File: src/rtl/criscv_alu.sv
// criscv RV32I integer ALU: OP and OP-IMM classes, one-cycle registered result.
// rd holds its value across non-ALU opcodes; comp flags a fresh result.
module criscv_alu (
   input  logic        mclk,
   input  logic        reset,
   input  logic [2:0]  funct3,
   input  logic        modbit,
   input  logic [31:0] imm,
   input  logic [6:0]  opcode,
   input  logic [31:0] rs1,
   input  logic [31:0] rs2,
   output logic [31:0] rd,
   output logic        comp
);

   logic        is_alu;
   logic        is_op;
   logic [31:0] op_b;
   logic [4:0]  shamt;
   logic        shift_left;
   logic        shift_fill;
   logic [31:0] rs1_rev;
   logic [31:0] shl_result;
   logic [31:0] shift_stage [0:5];
   logic [31:0] result_next;
   logic [31:0] rd_reg;
   logic        comp_reg;

   assign is_alu = ~opcode[6] & (opcode[4:0] == 5'b10011);
   assign is_op  = opcode[5];
   assign op_b   = is_op ? rs2 : imm;
   assign shamt  = op_b[4:0];

   // One right-shifting log shifter serves all three shifts; SLL runs on bit-reversed data.
   assign shift_left = (funct3 == 3'b001);
   assign shift_fill = modbit & rs1[31] & ~shift_left;

   genvar gi;
   generate
      for (gi = 0; gi < 32; gi++) begin : g_rev
         assign rs1_rev[gi]    = rs1[31-gi];
         assign shl_result[gi] = shift_stage[5][31-gi];
      end
   endgenerate

   assign shift_stage[0] = shift_left ? rs1_rev : rs1;

   generate
      for (gi = 0; gi < 5; gi++) begin : g_shift
         assign shift_stage[gi+1] = shamt[gi]
            ? {{(1 << gi){shift_fill}}, shift_stage[gi][31:(1 << gi)]}
            : shift_stage[gi];
      end
   endgenerate

   always_comb begin
      result_next = 32'd0;
      case (funct3)
         3'b000:  result_next = (is_op & modbit) ? (rs1 - op_b) : (rs1 + op_b);
         3'b001:  result_next = shl_result;
         3'b010:  result_next = {31'd0, ($signed(rs1) < $signed(op_b))};
         3'b011:  result_next = {31'd0, (rs1 < op_b)};
         3'b100:  result_next = rs1 ^ op_b;
         3'b101:  result_next = shift_stage[5];
         3'b110:  result_next = rs1 | op_b;
         default: result_next = rs1 & op_b;
      endcase
   end

   always_ff @(posedge mclk) begin
      if (!reset) begin
         rd_reg   <= 32'd0;
         comp_reg <= 1'b0;
      end else begin
         comp_reg <= is_alu;
         if (is_alu) begin
            rd_reg <= result_next;
         end
      end
   end

   assign rd   = rd_reg;
   assign comp = comp_reg;

endmodule

File: config.mk
export PLATFORM = sky130hd
export DESIGN_NAME = criscv_alu
export DESIGN_NICKNAME = d
export VERILOG_FILES = /design/src/rtl/criscv_alu.sv
export SDC_FILE = /design/constraint.sdc
export NUM_CORES = 1
export LEC_CHECK = 0
export BUFFER_PORTS_ARGS = -buffer_cell sky130_fd_sc_hd__buf_2
export CAP_MARGIN = 40
export CORE_AREA = 3 3 187 189
export DETAILED_ROUTE_END_ITERATION = 10
export DIE_AREA = 0 0 190 192
export SKIP_LAST_GASP = 1
export SYNTH_ARGS = -nofsm -noshare
export SYNTH_HDL_FRONTEND = slang
export SYNTH_SLANG_ARGS = --single-unit
export TNS_END_PERCENT = 30
File: constraint.sdc
create_clock -name mclk -period 4.43 [get_ports mclk]
set_clock_uncertainty 0.15 [all_clocks]
set_input_delay 0.2215 -clock mclk [delete_from_list [all_inputs] [get_ports mclk]]
set_output_delay 0.2215 -clock mclk [all_outputs]
set_load 0.01 [all_outputs]
==> metrics.txt, run 1 <==
post_cts resized 0; # H-tree levels 2; Worst R2R Setup Slack 2990 ps; WL met1 22.5 mm; synthesized-area fraction occupied by xor and xnor cells 3.15%; largest family of logic cells by synthesized area compound AO/OA/AOI/OAI gates; post-synthesis async set-or-reset flop share 0%; cts hold-fix bufs 0; Yosys top cell by area ha_1; crit path max fanout 13; top cells by area, synth ha_1, mux2i_1, dfxtp_1, a21oi_1, nand2_1; clk root buf clkbuf_16; Synth Flop Type dfxtp_1; maximum vdd drop 0.129 mV; post-synth top area share 14.9%; initial core utilization 29.9%; GP Congestion 0.990; post-place setup slack 278 ps; Setup crit start kind input pin; Met3 Wirelength 4.58 mm; TritonCTS clock tree built; number of setup buffers added after CTS 0; placed inst area 11,500 µm²; Post-DP HPWL 42.9 mm; DRT Wirelength 53.1 mm; Clock Pin Slew Worst Setup and Hold Paths 60 ps; worst reg2reg path depth 4; RSZ-0062 raised after global routing false; vias in the first global route 11,500; max-cap viol count 0; Tot Pwr 2430 µW; max reg flops 32; chip width 190 µm; CORE AREA 33,400 µm²; Finished Layout Cells 2,016; critical path required time 4450 ps; Seq/Total Area, Yosys 6.60%; RR Endpoint rd[27]$_SDFFE_PN0P_; Syn Nets 1,658; Worst Hold Path EP rd[4]$_SDFFE_PN0P_; clock sink count 33; Crit path arrival time 4040 ps; simple-gate share of the synthesized area 19.5%; initial DRC count 1,553; Layout Area Growth over Synthesis 16.7%; Mapped Avg Cell Area 7.01 µm²; fin crit share 90.8%; count leader, synth nand2_1; routed wl met2 22.5 mm; first-pass GRT wire length 76.8 mm; DRC viols 0; site row count 67; final design area excluding fillers 11,700 µm²; setup TNS 0 ps; worst setup path class in -> reg; number of synthesized flops with an enable pin 0; Netlist cell types 86; Ys Warns 0; number of top-level pins 142; vias per inst 6.13; pin count of the biggest net entering global routing 53; crit path time final 4020 ps; Gate power share 70.1%; final hold violations 0; Clock Tree Buf Depth 2; Antenna Cells 0; die area 36,500 µm²; final setup violation count 0; Num CTS Buffers 5; post-synthesis register bit count 33; total grt overflow 0; worst slew pin tran 920 ps; Clock power frac 17.5%; Final ANT Viol Nets 0; switch share 51.9%; share of layout cells above drive strength 1 17.0%; FF-to-FF Start rd[27]$_SDFFE_PN0P_; Total GRT Usage 27.8%; mux cell area share after synthesis 13.2%; initial antenna violation count 0; Commonest cells post-synth nand2_1, nor2_1, a21oi_1; status complete, no violations; Post-Syn Area 10,000 µm²; class of the tightest hold or removal check in -> reg; DR pass1 iterations 6; Compound-Gate Fraction of Synth Area 34.3%; Leakage Power 0.00528 µW; PwrDens 208 nW/µm²; Top Metal Used met4; WL per Instance 26.4 µm; Post-Synthesis Cells 1,428; switching power 1260 µW; Buffers on Ports 141; f_max 249 MHz; die height 192 µm; worst hold path startpoint reset; Slew Limit Fails 0; setup ws final 409 ps; Flop pwr share 12.4%; Synth Area in Adders 15.3%; Clock Latency Late Sink 290 ps; internal power 1170 µW; Post-layout nets 1,797; crit path capture type register; WHS Path Cells 2; via count of the routed design 12,400; placed insts 2,008; Rel. slew slack 38.5%
[through the flow]
stage          utilization [%]  hold slack (ps)
3_3_place_gp              34.4              296
6_report                  34.9              100
4_1_cts                   34.9             91.1
5_1_grt                   34.9             98.7
3_5_place_dp              34.4              298
2_1_floorplan                -              211
[critical path: stages]
cell	delay [ps]
buf_2	230
buf_12	220
buf_4	170
mux2i_1	410
inv_1	100
ha_1	230
a21oi_1	180
a21boi_0	280
a21oi_1	110
a211oi_1	320
buf_4	190
nand3_1	170
a41o_1	350
a2111oi_0	560
or3_1	210
nand3_1	80
[cell families after synthesis]
| group | Yosys count |
|---|---|
| AO/OA/AOI/OAI | 502 |
| XOR/XNOR | 36 |
| adder cells (fa/ha/maj) | 121 |
| buffers and inverters | 198 |
| flip-flops | 33 |
| multiplexers | 122 |
| AND/OR/NAND/NOR | 416 |
[metal layers]
| metal | vias to the layer above | GRT usage (%) |
|---|---|---|
| met1 | 5895 | 37.6 |
| li1 | 5580 | - |
| met5 | - | 0 |
| met2 | 743 | 42.5 |
| met4 | 0 | 15.2 |
| met3 | 143 | 4.11 |
[final cells by class]
type                       instances  area (µm²)
sequential                        33         661
multi-input combinational       1197        8570
clock inverter                     3        46.3
timing repair buffer             218        1300
tap                              448         561
fill                            3639       21800
clock buffer                       5         125
inverter                         112         420
[how the worst max path moves through the flow]
stage / from / end / cells after the start / slack [ps]
global route: opcode[5] / rd[25]$_SDFFE_PN0P_ / 14 / 70
global placement: opcode[5] / rd[22]$_SDFFE_PN0P_ / 17 / 320
CTS: opcode[5] / rd[30]$_SDFFE_PN0P_ / 17 / 560
finish: opcode[5] / rd[30]$_SDFFE_PN0P_ / 16 / 410
detailed placement: opcode[5] / rd[25]$_SDFFE_PN0P_ / 14 / 280
floorplan: opcode[5] / rd[30]$_SDFFE_PN0P_ / 14 / 70
[cells in the final DEF, fill, tap and decap left out, drive strengths merged, types with 14 or more instances in the layout]
cell	n
a211oi	32
nor3	30
nand3	26
o211ai	25
a21oi	126
dfxtp	33
o31ai	17
o22ai	27
nor2	124
ha	119
mux2i	111
nand2b	14
nor2b	21
a21o	16
o21ai	85
xnor2	28
nand2	135
buf	218
a221oi	16
inv	110
[power groups by stage]
stage          Combinational [µW]  Clock, µW  Sequential (µW)
2_1_floorplan                1030          0              308
3_3_place_gp                 1660          0              308
3_5_place_dp                 1650          0              308
4_1_cts                      1660        428              301
5_1_grt                      1820        439              301
6_report                     1710        425              301
No activity file was read; power rests on OpenSTA's default activity.
==> run 2: changes to the inputs <==
--- a/config.mk
+++ b/config.mk
@@ -7,9 +7,9 @@
 export LEC_CHECK = 0
 export BUFFER_PORTS_ARGS = -buffer_cell sky130_fd_sc_hd__buf_2
 export CAP_MARGIN = 40
-export CORE_AREA = 3 3 187 189
+export CORE_AREA = 3 3 163 165
 export DETAILED_ROUTE_END_ITERATION = 10
-export DIE_AREA = 0 0 190 192
+export DIE_AREA = 0 0 166 168
 export SKIP_LAST_GASP = 1
 export SYNTH_ARGS = -nofsm -noshare
 export SYNTH_HDL_FRONTEND = slang
==> metrics.txt, run 2 (synthesis results as in run 1) <==
status complete, no violations; post-place setup slack 174 ps (-104 ps); RSZ-0062 raised after global routing false; GP Congestion 1.07 (+7.7%); Setup crit start kind input pin; die area 27,900 µm² (-24%); initial antenna violation count 1 (+1); worst reg2reg path depth 5 (+1); crit path max fanout 11 (-2); class of the tightest hold or removal check in -> reg; Antenna Cells 0 (unchanged); WL per Instance 26.2 µm (-0.78%); number of top-level pins 142 (unchanged); chip width 166 µm (-13%); setup ws final 330 ps (-78.7 ps); initial core utilization 39.7% (+9.8 points); final setup violation count 0 (unchanged); Clock Pin Slew Worst Setup and Hold Paths 70 ps (about the same); WHS Path Cells 2 (unchanged); clk root buf clkbuf_16; maximum vdd drop 0.127 mV (-1.6%); PwrDens 210 nW/µm² (+0.85%); Final ANT Viol Nets 0 (unchanged); Layout Area Growth over Synthesis 13.9%; CP max stage cell nor3_1; Num CTS Buffers 5 (unchanged); DR pass1 iterations 6 (unchanged); Slew Limit Fails 0 (unchanged); site row count 58 (-13%); first-pass GRT wire length 72.8 mm (-5.2%); FF-to-FF Start rd[30]$_SDFFE_PN0P_; worst setup path start opcode[5]; worst setup path class in -> reg; # H-tree levels 2 (unchanged); share of layout cells above drive strength 1 15.8% (-1.1 points); leading cell types in the layout, fill and taps excluded buf_2, nand2_1, nor2_1, a21oi_1, ha_1; DRT Wirelength 49.1 mm (-7.6%); Buffers on Ports 141 (unchanged); Post-DP HPWL 39.2 mm (-8.7%); Worst R2R Setup Slack 2910 ps (-80 ps); RR Endpoint rd[30]$_SDFFE_PN0P_; Clock Latency Late Sink 280 ps (about the same); number of setup buffers added after CTS 0 (unchanged); clock sink count 33 (unchanged); critical path required time 4440 ps (about the same); pin count of the biggest net entering global routing 42 (-21%); CP max stage delay 590 ps (+30 ps); initial DRC count 1,836 (+18%); Rel. slew slack 42.1% (+3.6 points); worst hold path startpoint reset; worst slew pin tran 866 ps (-53.6 ps); TritonCTS clock tree built; cts hold-fix bufs 0 (unchanged); Worst Hold Path EP rd[4]$_SDFFE_PN0P_; vias per inst 6.56 (+7.0%); f_max 244 MHz (-1.9%); Total GRT Usage 33.4% (+5.5 points); die height 168 µm (-13%); max-cap viol count 0 (unchanged); CORE AREA 25,200 µm² (-25%); vias in the first global route 11,300 (-2.0%); Post-layout nets 1,777 (-1.1%); DRC viols 0 (unchanged); fin crit share 92.6% (+1.8 points); crit path time final 4100 ps (+78.7 ps); post_cts resized 0 (unchanged); crit path capture type register; worst-path cell chain buf_2, mux2i_4, inv_2, ha_1, inv_1, fa_1, nor2b_1, o311ai_0, buf_4, a211oi_1, nor3_1, o21bai_1, xnor2_1, nor2_1, a2111oi_0, a221oi_1; Crit path arrival time 4110 ps (+70 ps); Clock Tree Buf Depth 2 (unchanged); max reg flops 32 (unchanged); most common cell after layout, fill and taps aside buf_2; via count of the routed design 12,300 (-0.31%); setup TNS 0 ps (unchanged); Leakage Power 0.00520 µW (-1.6%); final hold violations 0 (unchanged); WHS 120 ps (+20.0 ps); total grt overflow 0 (unchanged)
## run 2: worst max path at each step
stage / end / slack, ps
2_1_floorplan: rd[30]$_SDFFE_PN0P_ / 70
3_3_place_gp: rd[20]$_SDFFE_PN0P_ / 310
3_5_place_dp: rd[20]$_SDFFE_PN0P_ / 170
4_1_cts: rd[20]$_SDFFE_PN0P_ / 450
5_1_grt: rd[20]$_SDFFE_PN0P_ / 10
6_report: rd[20]$_SDFFE_PN0P_ / 330
## run 2: metrics by stage
stage | utilization [%] | cell area (µm²) | total power, µW | instances
floorplan | - | 10000 | 1340 | 1428
global placement | 44.6 | 11200 | 1900 | 1870
detailed placement | 44.6 | 11200 | 1900 | 1870
CTS | 45.3 | 11400 | 2330 | 1878
global route | 45.3 | 11400 | 2500 | 1878
finish | 45.3 | 11400 | 2390 | 1878
## run 2: critical path, delay by kind of cell
family / cells / cell delay [ps]
AO/OA/AOI/OAI: 5 / 1290
XOR/XNOR: 1 / 210
adder cells (fa/ha/maj): 2 / 640
buffers and inverters: 4 / 680
multiplexers: 1 / 230
AND/OR/NAND/NOR: 3 / 830
## run 2: power by group
group / total, µW / leakage [µW] / internal (µW) / switching, µW
clock: 432 / 0.0000841 / 282 / 150
combinational: 1660 / 0.00485 / 581 / 1080
sequential: 301 / 0.000266 / 299 / 2.18
## run 2: metal layers
layer | part of all wire, % | up-vias | track usage [%]
met2 | 42 | 830 | 50.0
met4 | 5.8 | 2 | 15.4
li1 | - | 5532 | -
met1 | 42 | 5828 | 47.3
met3 | 10 | 131 | 4.60
met5 | 0.026 | - | 0
## run 2: layout make-up
cell class	count	area, µm²
inverters	112	420
flip-flops and latches	33	661
clock inverters	1	30.0
repair buffers	198	1160
fillers	2632	13800
multi-input cells	1197	8570
well taps	330	413
clock buffers	7	143
==> run 3: changes to the inputs <==
==> constraint.sdc (replaced) <==
create_clock -name mclk -period 5.05 [get_ports mclk]
set_clock_uncertainty 0.15 [all_clocks]
set_input_delay 0.2525 -clock mclk [delete_from_list [all_inputs] [get_ports mclk]]
set_output_delay 0.2525 -clock mclk [all_outputs]
set_load 0.01 [all_outputs]
==> metrics.txt, run 3 (synthesis results as in run 1) <==
post-route core utilization 44.5% (-0.71 points); Num CTS Buffers 5 (unchanged); die height 168 µm (unchanged); initial core utilization 39.7% (unchanged); initial antenna violation count 0 (-1); clock sink count 33 (unchanged); Clock Tree Buf Depth 2 (unchanged); RSZ-0062 raised after global routing false; share of layout cells above drive strength 1 14.7% (-1.1 points); post_cts resized 0 (unchanged); f_max 235 MHz; Clock Pin Slew Worst Setup and Hold Paths 60 ps (about the same); PwrDens 185 nW/µm² (-12%); Post-DP HPWL 38.4 mm (-2.0%); max reg flops 32 (unchanged); CORE AREA 25,200 µm² (unchanged); worst slew pin tran 835 ps (-31.0 ps); worst setup path class in -> reg; class of the tightest hold or removal check in -> reg; DR pass1 iterations 6 (unchanged); Antenna Cells 0 (unchanged); fin crit share 84.3%; Slew Limit Fails 0 (unchanged); crit path capture type register; Leakage Power 0.00509 µW (-2.1%); max-cap viol count 0 (unchanged); Tot Pwr 2080 µW (-13%); worst-path cell chain buf_2, buf_4, mux2i_1, ha_1, a21oi_1, a21boi_0, a21oi_1, a211oi_1, nand3_1, a41o_1, a2111oi_0, or3_1, nand3_1; Post-layout nets 1,757 (-1.1%); site row count 58 (unchanged); final hold violations 0 (unchanged); crit path max fanout 14 (+3); maximum vdd drop 0.119 mV (-6.2%); TritonCTS clock tree built; Crit path arrival time 4280 ps (+170 ps); leading cell types in the layout, fill and taps excluded buf_2, nand2_1, nor2_1, a21oi_1, ha_1; CP top delay family compound AO/OA/AOI/OAI gates; vias in the first global route 11,300 (+0.34%); DRT Wirelength 48.8 mm (-0.74%); final setup violation count 0 (unchanged); via count of the routed design 12,300 (-0.15%); vias per inst 6.62 (+0.93%); clk root buf clkbuf_16; total grt overflow 0 (unchanged); GP Congestion 1.05 (-1.2%); die area 27,900 µm² (unchanged); cts hold-fix bufs 0 (unchanged); DRC viols 0 (unchanged); placed inst area 11,000 µm² (-1.6%); setup TNS 0 ps (unchanged); initial DRC count 1,730 (-5.8%); CP max stage delay 550 ps (-40 ps); Total GRT Usage 32.9% (-0.44 points); Worst R2R Setup Slack 3590 ps (+680 ps); Rel. slew slack 42.7% (+0.64 points); number of setup buffers added after CTS 0 (unchanged); number of top-level pins 142 (unchanged); Clock Latency Late Sink 290 ps (about the same); final design area excluding fillers 11,200 µm² (-1.6%); first-pass GRT wire length 71.9 mm (-1.1%); Layout Area Growth over Synthesis 12.1%; Final ANT Viol Nets 0 (unchanged); chip width 166 µm (unchanged); pin count of the biggest net entering global routing 57 (+36%); Buf+Inv Stages, Crit Path 2 (-2); most common cell after layout, fill and taps aside buf_2; # H-tree levels 2 (unchanged); Buffers on Ports 141 (unchanged); CP max stage cell a2111oi_0; crit path time final 4260 ps; WL per Instance 26.2 µm (+0.33%); critical path required time 5070 ps (+630 ps); status complete, no violations; Setup crit start kind input pin
## run 3: changes by cell type in the layout (fill, tap and decap cells not counted)
cell      delta
buf_12       -2
buf_4       -19
clkbuf_2     +1
## run 3: worst paths after layout
path / startpoint / end / cells past startpoint
max: opcode[5] / rd[30]$_SDFFE_PN0P_ / 13
min: reset / rd[4]$_SDFFE_PN0P_ / 2
min reg2reg: rd[10]$_SDFFE_PN0P_ / rd[10]$_SDFFE_PN0P_ / 2
max reg2reg: rd[30]$_SDFFE_PN0P_ / rd[30]$_SDFFE_PN0P_ / 5
## run 3: per-layer routing
layer,vias up,part of all wire [%],global-route usage [%]
met5,-,0,0
met4,0,6.2,16.9
met3,144,12,7.47
met2,862,41,48.1
met1,5800,41,45.2
li1,5499,-,-
## run 3: cell type report
class / count / area, µm²
fillers: 2658 / 14000
clock inverters: 1 / 30.0
inverters: 112 / 420
flip-flops and latches: 33 / 661
well taps: 330 / 413
repair buffers: 178 / 981
clock buffers: 7 / 143
multi-input cells: 1197 / 8570
## run 3: stage by stage
step,cells,setup slack [ps],hold WS [ps]
6_report,1858,792,129
2_1_floorplan,1428,661,242
5_1_grt,1858,444,144
3_3_place_gp,1849,619,280
4_1_cts,1857,883,128
3_5_place_dp,1849,620,285
## run 3: report_power, final
group / leakage [µW] / internal [µW] / switching, µW / total, µW
clock: 0.0000841 / 248 / 143 / 391
combinational: 0.00474 / 486 / 938 / 1420
sequential: 0.000266 / 262 / 1.80 / 264
